<file path="src/rtl/if_id_buffer_if.sv">
// Fetch-to-decode bus: IFU push handshake, decode pop handshake, redirect controls
// and the occupancy count. slave = the buffer, master = the environment driving it.
interface if_id_buffer_if;
  logic [31:0] F_Instr;
  logic [31:0] F_PC_plus_4;
  logic        F_Valid;
  logic        F_Ready;
  logic [31:0] D_Instr;
  logic [31:0] D_PC;
  logic [31:0] D_PC_plus_4;
  logic        D_Valid;
  logic        D_Ready;
  logic        Flush;
  logic        KeepSlot;
  logic [1:0]  Count;

  // Both sides use valid/ready: a word moves only in a cycle where valid and
  // ready are high together at the rising edge; valid never depends on ready.
  modport slave (
    input  F_Instr, F_PC_plus_4, F_Valid, D_Ready, Flush, KeepSlot,
    output F_Ready, D_Instr, D_PC, D_PC_plus_4, D_Valid, Count
  );

  modport master (
    output F_Instr, F_PC_plus_4, F_Valid, D_Ready, Flush, KeepSlot,
    input  F_Ready, D_Instr, D_PC, D_PC_plus_4, D_Valid, Count
  );
endinterface

</file>
<file path="src/rtl/if_id_buffer.sv">
// Two-entry FIFO between fetch and decode. Absorbs decode stalls and handles
// redirect flushes that may retain exactly one delay-slot word.
module if_id_buffer #(
  parameter logic [31:0] PC_BASE = 32'h0000_3000
) (
  input  logic           clk,
  input  logic           reset,
  if_id_buffer_if.slave  bus
);

  logic [1:0][31:0] instr_q, instr_d;
  logic [1:0][31:0] pcp4_q,  pcp4_d;
  logic             head_q,  head_d;
  logic [1:0]       count_q, count_d;

  logic       push;
  logic       pop;
  logic       push_slot;
  logic [1:0] survive_cnt;
  logic [1:0] post_cnt;

  // F_Ready depends only on Count, so a full buffer refuses a word even when
  // decode pops in the same cycle.
  assign push      = bus.F_Valid && (count_q != 2'd2);
  assign pop       = (count_q != 2'd0) && bus.D_Ready;
  assign push_slot = head_q + count_q[0];

  always_comb begin
    instr_d     = instr_q;
    pcp4_d      = pcp4_q;
    head_d      = head_q;
    survive_cnt = count_q - {1'b0, pop};
    post_cnt    = survive_cnt + {1'b0, push};
    count_d     = post_cnt;

    if (push) begin
      instr_d[push_slot] = bus.F_Instr;
      pcp4_d[push_slot]  = bus.F_PC_plus_4;
    end
    if (pop) begin
      head_d = ~head_q;
    end
    // The oldest surviving word always sits at head_d, whether it was already
    // stored or is the word pushed this cycle into an otherwise empty queue.
    if (bus.Flush) begin
      count_d = (bus.KeepSlot && (post_cnt != 2'd0)) ? 2'd1 : 2'd0;
    end
  end

  always_ff @(posedge clk or negedge reset) begin
    if (!reset) begin
      instr_q <= '0;
      pcp4_q  <= '0;
      head_q  <= 1'b0;
      count_q <= 2'd0;
    end else begin
      instr_q <= instr_d;
      pcp4_q  <= pcp4_d;
      head_q  <= head_d;
      count_q <= count_d;
    end
  end

  assign bus.F_Ready     = (count_q != 2'd2);
  assign bus.D_Valid     = (count_q != 2'd0);
  assign bus.Count       = count_q;
  assign bus.D_Instr     = bus.D_Valid ? instr_q[head_q] : 32'h0;
  assign bus.D_PC_plus_4 = bus.D_Valid ? pcp4_q[head_q]  : 32'h0;
  assign bus.D_PC        = bus.D_Valid ? (pcp4_q[head_q] - 32'd4) : 32'h0;

endmodule

</file>
<file path="src/flat_wrapper.sv">
// flat-port wrapper written by rule: the top's interface ports become plain ports
module if_id_buffer_flat 
#(
  parameter logic [31:0] PC_BASE = 32'h0000_3000
)
  (clk, reset, bus_F_Instr, bus_F_PC_plus_4, bus_F_Valid, bus_D_Ready, bus_Flush, bus_KeepSlot, bus_F_Ready, bus_D_Instr, bus_D_PC, bus_D_PC_plus_4, bus_D_Valid, bus_Count);
  if_id_buffer_if bus_i ();
  input  logic clk;
  input  logic reset;
  input wire logic [$bits(bus_i.F_Instr)-1:0] bus_F_Instr;
  input wire logic [$bits(bus_i.F_PC_plus_4)-1:0] bus_F_PC_plus_4;
  input wire logic [$bits(bus_i.F_Valid)-1:0] bus_F_Valid;
  input wire logic [$bits(bus_i.D_Ready)-1:0] bus_D_Ready;
  input wire logic [$bits(bus_i.Flush)-1:0] bus_Flush;
  input wire logic [$bits(bus_i.KeepSlot)-1:0] bus_KeepSlot;
  output wire logic [$bits(bus_i.F_Ready)-1:0] bus_F_Ready;
  output wire logic [$bits(bus_i.D_Instr)-1:0] bus_D_Instr;
  output wire logic [$bits(bus_i.D_PC)-1:0] bus_D_PC;
  output wire logic [$bits(bus_i.D_PC_plus_4)-1:0] bus_D_PC_plus_4;
  output wire logic [$bits(bus_i.D_Valid)-1:0] bus_D_Valid;
  output wire logic [$bits(bus_i.Count)-1:0] bus_Count;
  assign bus_i.F_Instr = bus_F_Instr;
  assign bus_i.F_PC_plus_4 = bus_F_PC_plus_4;
  assign bus_i.F_Valid = bus_F_Valid;
  assign bus_i.D_Ready = bus_D_Ready;
  assign bus_i.Flush = bus_Flush;
  assign bus_i.KeepSlot = bus_KeepSlot;
  assign bus_F_Ready = bus_i.F_Ready;
  assign bus_D_Instr = bus_i.D_Instr;
  assign bus_D_PC = bus_i.D_PC;
  assign bus_D_PC_plus_4 = bus_i.D_PC_plus_4;
  assign bus_D_Valid = bus_i.D_Valid;
  assign bus_Count = bus_i.Count;
  if_id_buffer #(.PC_BASE(PC_BASE)) u_core (.clk(clk), .reset(reset), .bus(bus_i));
endmodule
</file>
<file path="config.mk">
export PLATFORM = sky130hd
export DESIGN_NAME = if_id_buffer_flat
export DESIGN_NICKNAME = d
export VERILOG_FILES = /design/src/rtl/if_id_buffer_if.sv /design/src/rtl/if_id_buffer.sv /design/src/flat_wrapper.sv
export SDC_FILE = /design/constraint.sdc
export NUM_CORES = 1
export LEC_CHECK = 0
export ABC_AREA = 1
export CAP_MARGIN = 20
export CORE_ASPECT_RATIO = 0.5
export CORE_MARGIN = 2
export CORE_UTILIZATION = 56
export CTS_BUF_LIST = sky130_fd_sc_hd__clkbuf_8
export DETAILED_ROUTE_END_ITERATION = 7
export GPL_TIMING_DRIVEN = 0
export PLACE_DENSITY = 0.87
export SYNTH_ARGS = -nofsm -noshare
export SYNTH_HDL_FRONTEND = slang
export SYNTH_SLANG_ARGS = --single-unit
</file>
<file path="constraint.sdc">
create_clock -name clk -period 7 [get_ports clk]
set_input_delay 1.4 -clock clk [delete_from_list [all_inputs] [get_ports clk]]
set_output_delay 1.4 -clock clk [all_outputs]
set_load 0.05 [all_outputs]
</file>
# Word level (Yosys, flattened, before mapping)
# Cells that the tools add are included.
# totals
reg_bits	131
output_inout_bits	100
wordCells	34
# classes
n_addsub	4
magnitude_cmp	3
eq_ne	1
muxes	13
bitwise	1
n_reduce_logical	6
# ops
cell	n
2-to-1 mux 32 bit	8
bitwise mux 64 bit	2
demux 32 bit (select 1 bit)	1
subtractor 32 x 3 -> 32 bit, second input constant	1
logical AND 1 bit	4
less-than comparator 1 x 2 -> 1 bit, second input constant	2
nonzero test 2 bit	2
adder 2 x 1 -> 2 bit	1
2-to-1 mux 2 bit	1
inequality test 2 bit, second input constant	1
subtractor 2 x 1 -> 2 bit	1
adder 1 bit	1
greater-or-equal comparator 1 bit, second input constant	1
2-to-1 mux 1 bit	1
NOT 1 bit	1

# Longest topological paths before layout
# Gate-level depths: netlist of run 1.
# logic_depth
depth_word	8
ltp_mapped	14
depth_no_buf	13

# Worst setup path before layout of run 1
# No wires, ideal clock.
# synth_path
kind	reg2out
from	register u_core.count_q[1] (netlist: u_core.bus.Count[1])
to	output bus_D_PC[13]
t_arrival_ns	3.023
required_time_ns	5.600
path_slack_ns	2.577
path_stages_with_launch	6
n_path_buf	1
path_cell_list	dfrtp_1 > nor2_1 > clkbuf_1 > nor2_1 > inv_1 > o21ai_0
# synth_between
elab_chain_cells	2
# synth_lines
item	line	text
start: declaration	if_id_buffer.sv:14	logic [1:0] count_q, count_d;
start signal: assignment	if_id_buffer.sv:60	count_q <= count_d;
nonzero test 2 bit	if_id_buffer.sv:65	assign bus.D_Valid = (count_q != 2'd0);
2-to-1 mux 32 bit	if_id_buffer.sv:69	assign bus.D_PC = bus.D_Valid ? (pcp4_q[head_q] - 32'd4) : 32'h0;
end: declaration	flat_wrapper.sv:18	output wire logic [$bits(bus_i.D_PC)-1:0] bus_D_PC;
# Every way passes these cells.

# Worst setup path in the final report of run 1
# layout_path
from	register u_core.head_q
to	output bus_D_PC[24]
# layout_between
elab_chain_cells	4
# layout_lines
item	line	text
start: declaration	if_id_buffer.sv:13	logic head_q, head_d;
start signal: assignment	if_id_buffer.sv:54	head_q <= 1'b0;
start signal: assignment	if_id_buffer.sv:59	head_q <= head_d;
2-to-1 mux 32 bit (not written as such) (2 in series)	if_id_buffer.sv:69	
subtractor 32 x 3 -> 32 bit	if_id_buffer.sv:69	
2-to-1 mux 32 bit	if_id_buffer.sv:69	
# Every way passes these cells. The select of a mux whose other input is x is not followed.

==> results_dict.tcl, run 1 <==
set metrics [dict create \
    placed_cell_area_sq_um 9120 \
    start_kind "flip-flop" \
    cts_resized 0 \
    path_max_fanout 10 \
    syn_area_per_cell_sq_um 6.87 \
    drv_slew 0 \
    hold_buffers 0 \
    ys_ff_latch 131 \
    finClkSkew_ns 0.0127 \
    crit_path_cell_trace "inv_2 > buf_6 > nand2_1 > nand2_1 > inv_2 > ha_1 > inv_1 > nor2_1 > nand2_1 > nor2_1 > nand2_1 > nand2_1 > nand2_1 > nor2_1 > clkdlybuf4s50_1" \
    crit_top_cell "nand2_1" \
    most-common-layout-cells "nand2_1, clkdlybuf4s50_1, inv_1" \
    io_buffers 169 \
    wire_per_inst_microns 14.8 \
    grt_usage_pct 31.3 \
    first_pass_iters 6 \
    start_util_pct 57.1 \
    routed_via_density 5.32 \
    grt-ovfl-total 0 \
    grt_pass1_wl_microns 33800 \
    cts_buffers 17 \
    hold_viol 0 \
    netlist_instances 1046 \
    nNetsFinal 1308 \
    die_area_sq_um 13800 \
    maxSlewHeadroom_pct 53.2 \
    holdWs_ns 0.489 \
    cts_setup_buffers 0 \
    drc_errors 0 \
    crit_arrival_ns 3.39 \
    numClockSinks 131 \
    dp_slack_ns 2.71 \
    grt_pass1_vias 7187 \
    ys_seq_area_share_pct 45.6 \
    cts.path.max_buffers 2 \
    worst_setup_path_end_kind "output pin" \
    htree_levels 4 \
    r2r_start "u_core.bus.Count[1]$_DFF_PN0_" \
    final_area_sq_um 9500 \
    final-setup-viol-count 0 \
    synthesis.nets 1119 \
    hold_class "flip-flop to flip-flop" \
    worst-slew-pin-transition_ns 0.702 \
    seqCellArea_sq_um 3280 \
    die_h_microns 84.1 \
    finalSetupTns_ns 0 \
    place_congestion 0.949 \
    die_x_microns 164 \
    grt_setup_unrepaired "false" \
    yosys.cell_types.count 30 \
    fillers 998 \
    cts_tree "done" \
    root_buffer "clkbuf_8" \
    clock_latency_ns 0.45 \
    worst_slack_ns 2.21 \
    rows 29 \
    finalCriticalPeriod_ns 4.79 \
    status "completed" \
    synth_warnings 0 \
    diodes 0 \
    endpoint "bus_D_PC[24]" \
    synth_area_sq_um 7190 \
    via_count 7545 \
    routed_wirelength_microns 21000 \
    ios 170 \
    r2r_cells 10 \
    antenna_found_initial 0 \
    postRouteAntennaNets 0 \
    crit_start "u_core.head_q$_DFFE_PN0P_" \
    max_stage_delay_ns 0.83 \
    final_common_cell "nand2_1" \
    ff2ff_setup_slack_ns 4.07 \
    multi_input_area_sq_um 3060 \
    grt_start_max_net_pins 102 \
    area_delta_synth_final_pct 32.1 \
    period_share_pct 68.4 \
    drtIter0Drc 681 \
    clk_pin_slew_ns 0.08 \
    r2r_end "u_core.bus.Count[0]$_DFF_PN0_" \
    drive_above_1_share_pct 6.42 \
    crit_path_top_delay_cell "clkdlybuf4s50_1" \
    drv_cap 0 \
    worstPathRequired_ns 5.60 \
    max_freq_ghz 0.209 \
    hpwl_microns 15100 \
    core-area_sq_um 12600 \
    path_class "flip-flop to output pin" \
]
-- worst max-delay path: cells and delay by family (launching register included) --
kind          cells  cell delay [ns]
buf+inv           5             1.22
fa+ha+maj         1             0.19
simple gates      9             1.09
flops             1             0.45
-- synth_stat cells (all sizes together) --
| library cell | instances | area [sq um] |
|---|---|---|
| nand3b | 2 | 15.0 |
| nor2 | 89 | 362 |
| xor2 | 4 | 35.0 |
| a21oi | 37 | 185 |
| inv | 155 | 582 |
| a21boi | 1 | 7.51 |
| xnor2 | 1 | 8.76 |
| clkinv | 1 | 3.75 |
| nand2 | 394 | 1500 |
| nand3 | 15 | 80.1 |
| and2 | 1 | 7.51 |
| ha | 3 | 37.5 |
| nand4 | 4 | 25.0 |
| o211ai | 1 | 7.51 |
| nor3 | 2 | 26.3 |
| dfrtp | 131 | 3280 |
| clkbuf | 21 | 78.8 |
| buf | 33 | 191 |
| o21ai | 151 | 759 |
-- routing by layer --
metal  track usage (%)  routed length [microns]  vias to the layer above
met1              41.2                     8720                     3589
li1                  -                        -                     3574
met5                 0                        0                        -
met2              51.7                    10100                      332
met4              11.3                      454                        0
met3              6.21                     1670                       50
-- stage by stage --
step / cells / utilization (%)
2_1_floorplan: 1046 / -
3_3_place_gp: 1385 / 72.2
3_5_place_dp: 1386 / 72.5
4_1_cts: 1417 / 75.5
5_1_grt: 1417 / 75.5
6_report: 1417 / 75.5
-- sequential cells by signal (all words and copies together), names as in the netlist --
name	count
u_core.bus.Count	2
u_core.instr_q	64
u_core.head_q	1
u_core.pcp4_q	64
-- logic make-up after synthesis --
kind of cell	Yosys count	share of synthesized area (%)
AND/OR/NAND/NOR	507	28.0
flip-flops	131	45.6
buffers and inverters	210	11.9
adder cells (fa/ha/maj)	3	0.522
AO/OA/AOI/OAI	190	13.3
XOR/XNOR	5	0.609
-- area by class of cell --
type / count / area share [%]
sequential: 131 / 34.5
multi-input combinational: 705 / 32.2
timing repair buffer: 170 / 18.1
inverter: 156 / 6.16
buffer: 54 / 2.84
clock buffer: 17 / 2.46
tap: 170 / 2.24
clock inverter: 14 / 1.51
-- worst min-delay path by stage --
stage                                   start                        endpoint  slack [ns]  depth (start not counted)
6_report       u_core.instr_q[55]$_DFFE_PN0P_  u_core.instr_q[55]$_DFFE_PN0P_        0.49                          2
5_1_grt        u_core.instr_q[13]$_DFFE_PN0P_  u_core.instr_q[13]$_DFFE_PN0P_        0.51                          2
4_1_cts         u_core.pcp4_q[49]$_DFFE_PN0P_   u_core.pcp4_q[49]$_DFFE_PN0P_        0.49                          2
3_5_place_dp    u_core.pcp4_q[33]$_DFFE_PN0P_   u_core.pcp4_q[33]$_DFFE_PN0P_        0.47                          2
3_3_place_gp   u_core.instr_q[61]$_DFFE_PN0P_  u_core.instr_q[61]$_DFFE_PN0P_        0.47                          2
2_1_floorplan  u_core.instr_q[61]$_DFFE_PN0P_  u_core.instr_q[61]$_DFFE_PN0P_        0.45                          2
Power of run 1 is left out: the tool's default activity adds up to more than one toggle a clock period on the data nets, which glitch-free logic cannot reach.
==> inputs of run 2 (changes only) <==
- CORE_UTILIZATION: 56 -> 47
- PLACE_DENSITY: 0.87 -> 0.78
- clock period: 7 -> 4.3 ns (I/O delays scaled with it)
==> results_dict.tcl, run 2 (synthesis gave the netlist of run 1 again) <==
set metrics [dict create \
    status "completed" \
    crit_path_cell_trace "nor2_1 > clkinv_1 > buf_2 > nand3_1 > o21ai_0 > clkdlybuf4s50_1" \
    cts.path.max_buffers 2 \
    diodes 0 \
    worst_setup_path_end_kind "output pin" \
    top_layer "met4" \
    finalSetupTns_ns 0 \
    io_buffers 169 \
    numClockSinks 131 \
    drv_cap 0 \
    drt-met1-wl_microns 9370 \
    endpoint "bus_D_PC[13]" \
    route.met3.wl_microns 1540 \
    routed_via_density 5.16 \
    worstPathRequired_ns 3.44 \
    nNetsFinal 1308 \
    wire_per_inst_microns 15.0 \
    grt-ovfl-total 0 \
    grt_pass1_vias 7206 \
    finalCriticalPeriod_ns 4.12 \
    crit_arrival_ns 3.26 \
    final-setup-viol-count 0 \
    die_h_microns 91.5 \
    place_congestion 0.904 \
    hold_viol 0 \
    cts_buffers 17 \
    finClkSkew_ns 0.0111 \
    dp_slack_ns 0.580 \
    path_max_fanout 10 \
    routed_wirelength_microns 21700 \
    cp.buffers_inverters 3 \
    first_pass_iters 5 \
    start_util_pct 48.9 \
    drv_slew 0 \
    max_stage_delay_ns 0.75 \
    r2r_start "u_core.bus.Count[0]$_DFF_PN0_" \
    core-area_sq_um 14700 \
    hpwl_microns 15800 \
    path_class "flip-flop to output pin" \
    final_common_cell "nand2_1" \
    postRouteAntennaNets 0 \
    area_delta_synth_final_pct 33.1 \
    antenna_found_initial 0 \
    crit_start "u_core.bus.Count[0]$_DFF_PN0_" \
    root_buffer "clkbuf_8" \
    grt_setup_unrepaired "false" \
    maxSlewHeadroom_pct 54.2 \
    ff2ff_setup_slack_ns 1.40 \
    worst-slew-pin-transition_ns 0.687 \
    drive_above_1_share_pct 6.49 \
    ios 170 \
    r2r_cells 10 \
    htree_levels 4 \
    critical_path.top_delay_family "buffers and inverters" \
    die_x_microns 179 \
    cts_tree "done" \
    crit_path_top_delay_cell "clkdlybuf4s50_1" \
    wl_met2_microns 10400 \
    hold_class "input port to async pin" \
    hold_buffers 0 \
    die_area_sq_um 16400 \
    drc_errors 0 \
    path_depth 6 \
    rows 31 \
    max_freq_ghz 0.243 \
    clock_latency_ns 0.46 \
    grt_pass1_wl_microns 35000 \
    clk_pin_slew_ns 0.09 \
    start_kind "flip-flop" \
    grt_usage_pct 27.3 \
    grt_start_max_net_pins 88 \
    worst_slack_ns 0.185 \
    drtIter0Drc 674 \
    period_share_pct 95.7 \
    fillers 1268 \
    most-common-layout-cells "nand2_1, clkdlybuf4s50_1, inv_1" \
    via_count 7464 \
    r2r_end "u_core.bus.Count[0]$_DFF_PN0_" \
]
[run 2: changes by cell type in the layout (fill, tap and decap cells not counted), moves of 2 or more]
cell             delta
clkinvlp_4          -2
inv_6               -2
clkdlybuf4s50_1     -5
dlymetal6s2s_1      +5
clkinv_2            +2
[run 2: final cells by class]
type | count | area, sq um | share of cell area, %
plain buffers | 54 | 272 | 2.84
clock buffers | 18 | 248 | 2.59
clock inverters | 14 | 153 | 1.59
inverters | 156 | 586 | 6.12
multi-input cells | 705 | 3060 | 31.9
flip-flops and latches | 131 | 3280 | 34.2
well taps | 198 | 248 | 2.59
repair buffers | 170 | 1730 | 18.1
[run 2: timing repair]
item | CTS | global route
gates resized for setup | 0 | 7
setup buffers | 0 | 0
setup endpoints to repair | 0 | 34
[run 2: worst register-to-register path, stage by stage, from the launching register on]
cell,delay (ns)
dfrtp_1,0.44
nor2_1,0.50
clkbuf_1,0.51
nor2_1,0.21
ha_1,0.32
inv_1,0.04
ha_1,0.18
xor2_1,0.15
xor2_1,0.16
o211ai_1,0.15
o21ai_0,0.12
[run 2: through the flow]
| step | cell area (sq um) | cells | hold WS [ns] | utilization [%] |
|---|---|---|---|---|
| after global routing | 9570 | 1446 | 0.345 | 65.1 |
| after CTS | 9560 | 1446 | 0.323 | 65.0 |
| after floorplan | 7190 | 1046 | 0.453 | - |
| after global placement | 9130 | 1413 | 0.465 | 62.1 |
| final | 9570 | 1446 | 0.312 | 65.1 |
| after detailed placement | 9160 | 1414 | 0.473 | 62.3 |
[run 2: how the worst min path moves through the flow]
stage | start | end | slack (ns) | depth (start not counted)
2_1_floorplan | u_core.instr_q[61]$_DFFE_PN0P_ | u_core.instr_q[61]$_DFFE_PN0P_ | 0.45 | 2
5_1_grt | reset | u_core.instr_q[39]$_DFFE_PN0P_ | 0.34 | 1
3_3_place_gp | u_core.instr_q[49]$_DFFE_PN0P_ | u_core.instr_q[49]$_DFFE_PN0P_ | 0.46 | 2
6_report | reset | u_core.instr_q[10]$_DFFE_PN0P_ | 0.31 | 1
3_5_place_dp | u_core.pcp4_q[22]$_DFFE_PN0P_ | u_core.pcp4_q[22]$_DFFE_PN0P_ | 0.47 | 2
4_1_cts | reset | u_core.instr_q[39]$_DFFE_PN0P_ | 0.32 | 1
[run 2: metal layers]
metal,vias to the layer above,GRT usage (%)
met5,-,0
met4,0,9.35
met3,41,4.40
met2,301,45.5
met1,3554,36.2
li1,3568,-
Power of run 2 is left out for the same reason.
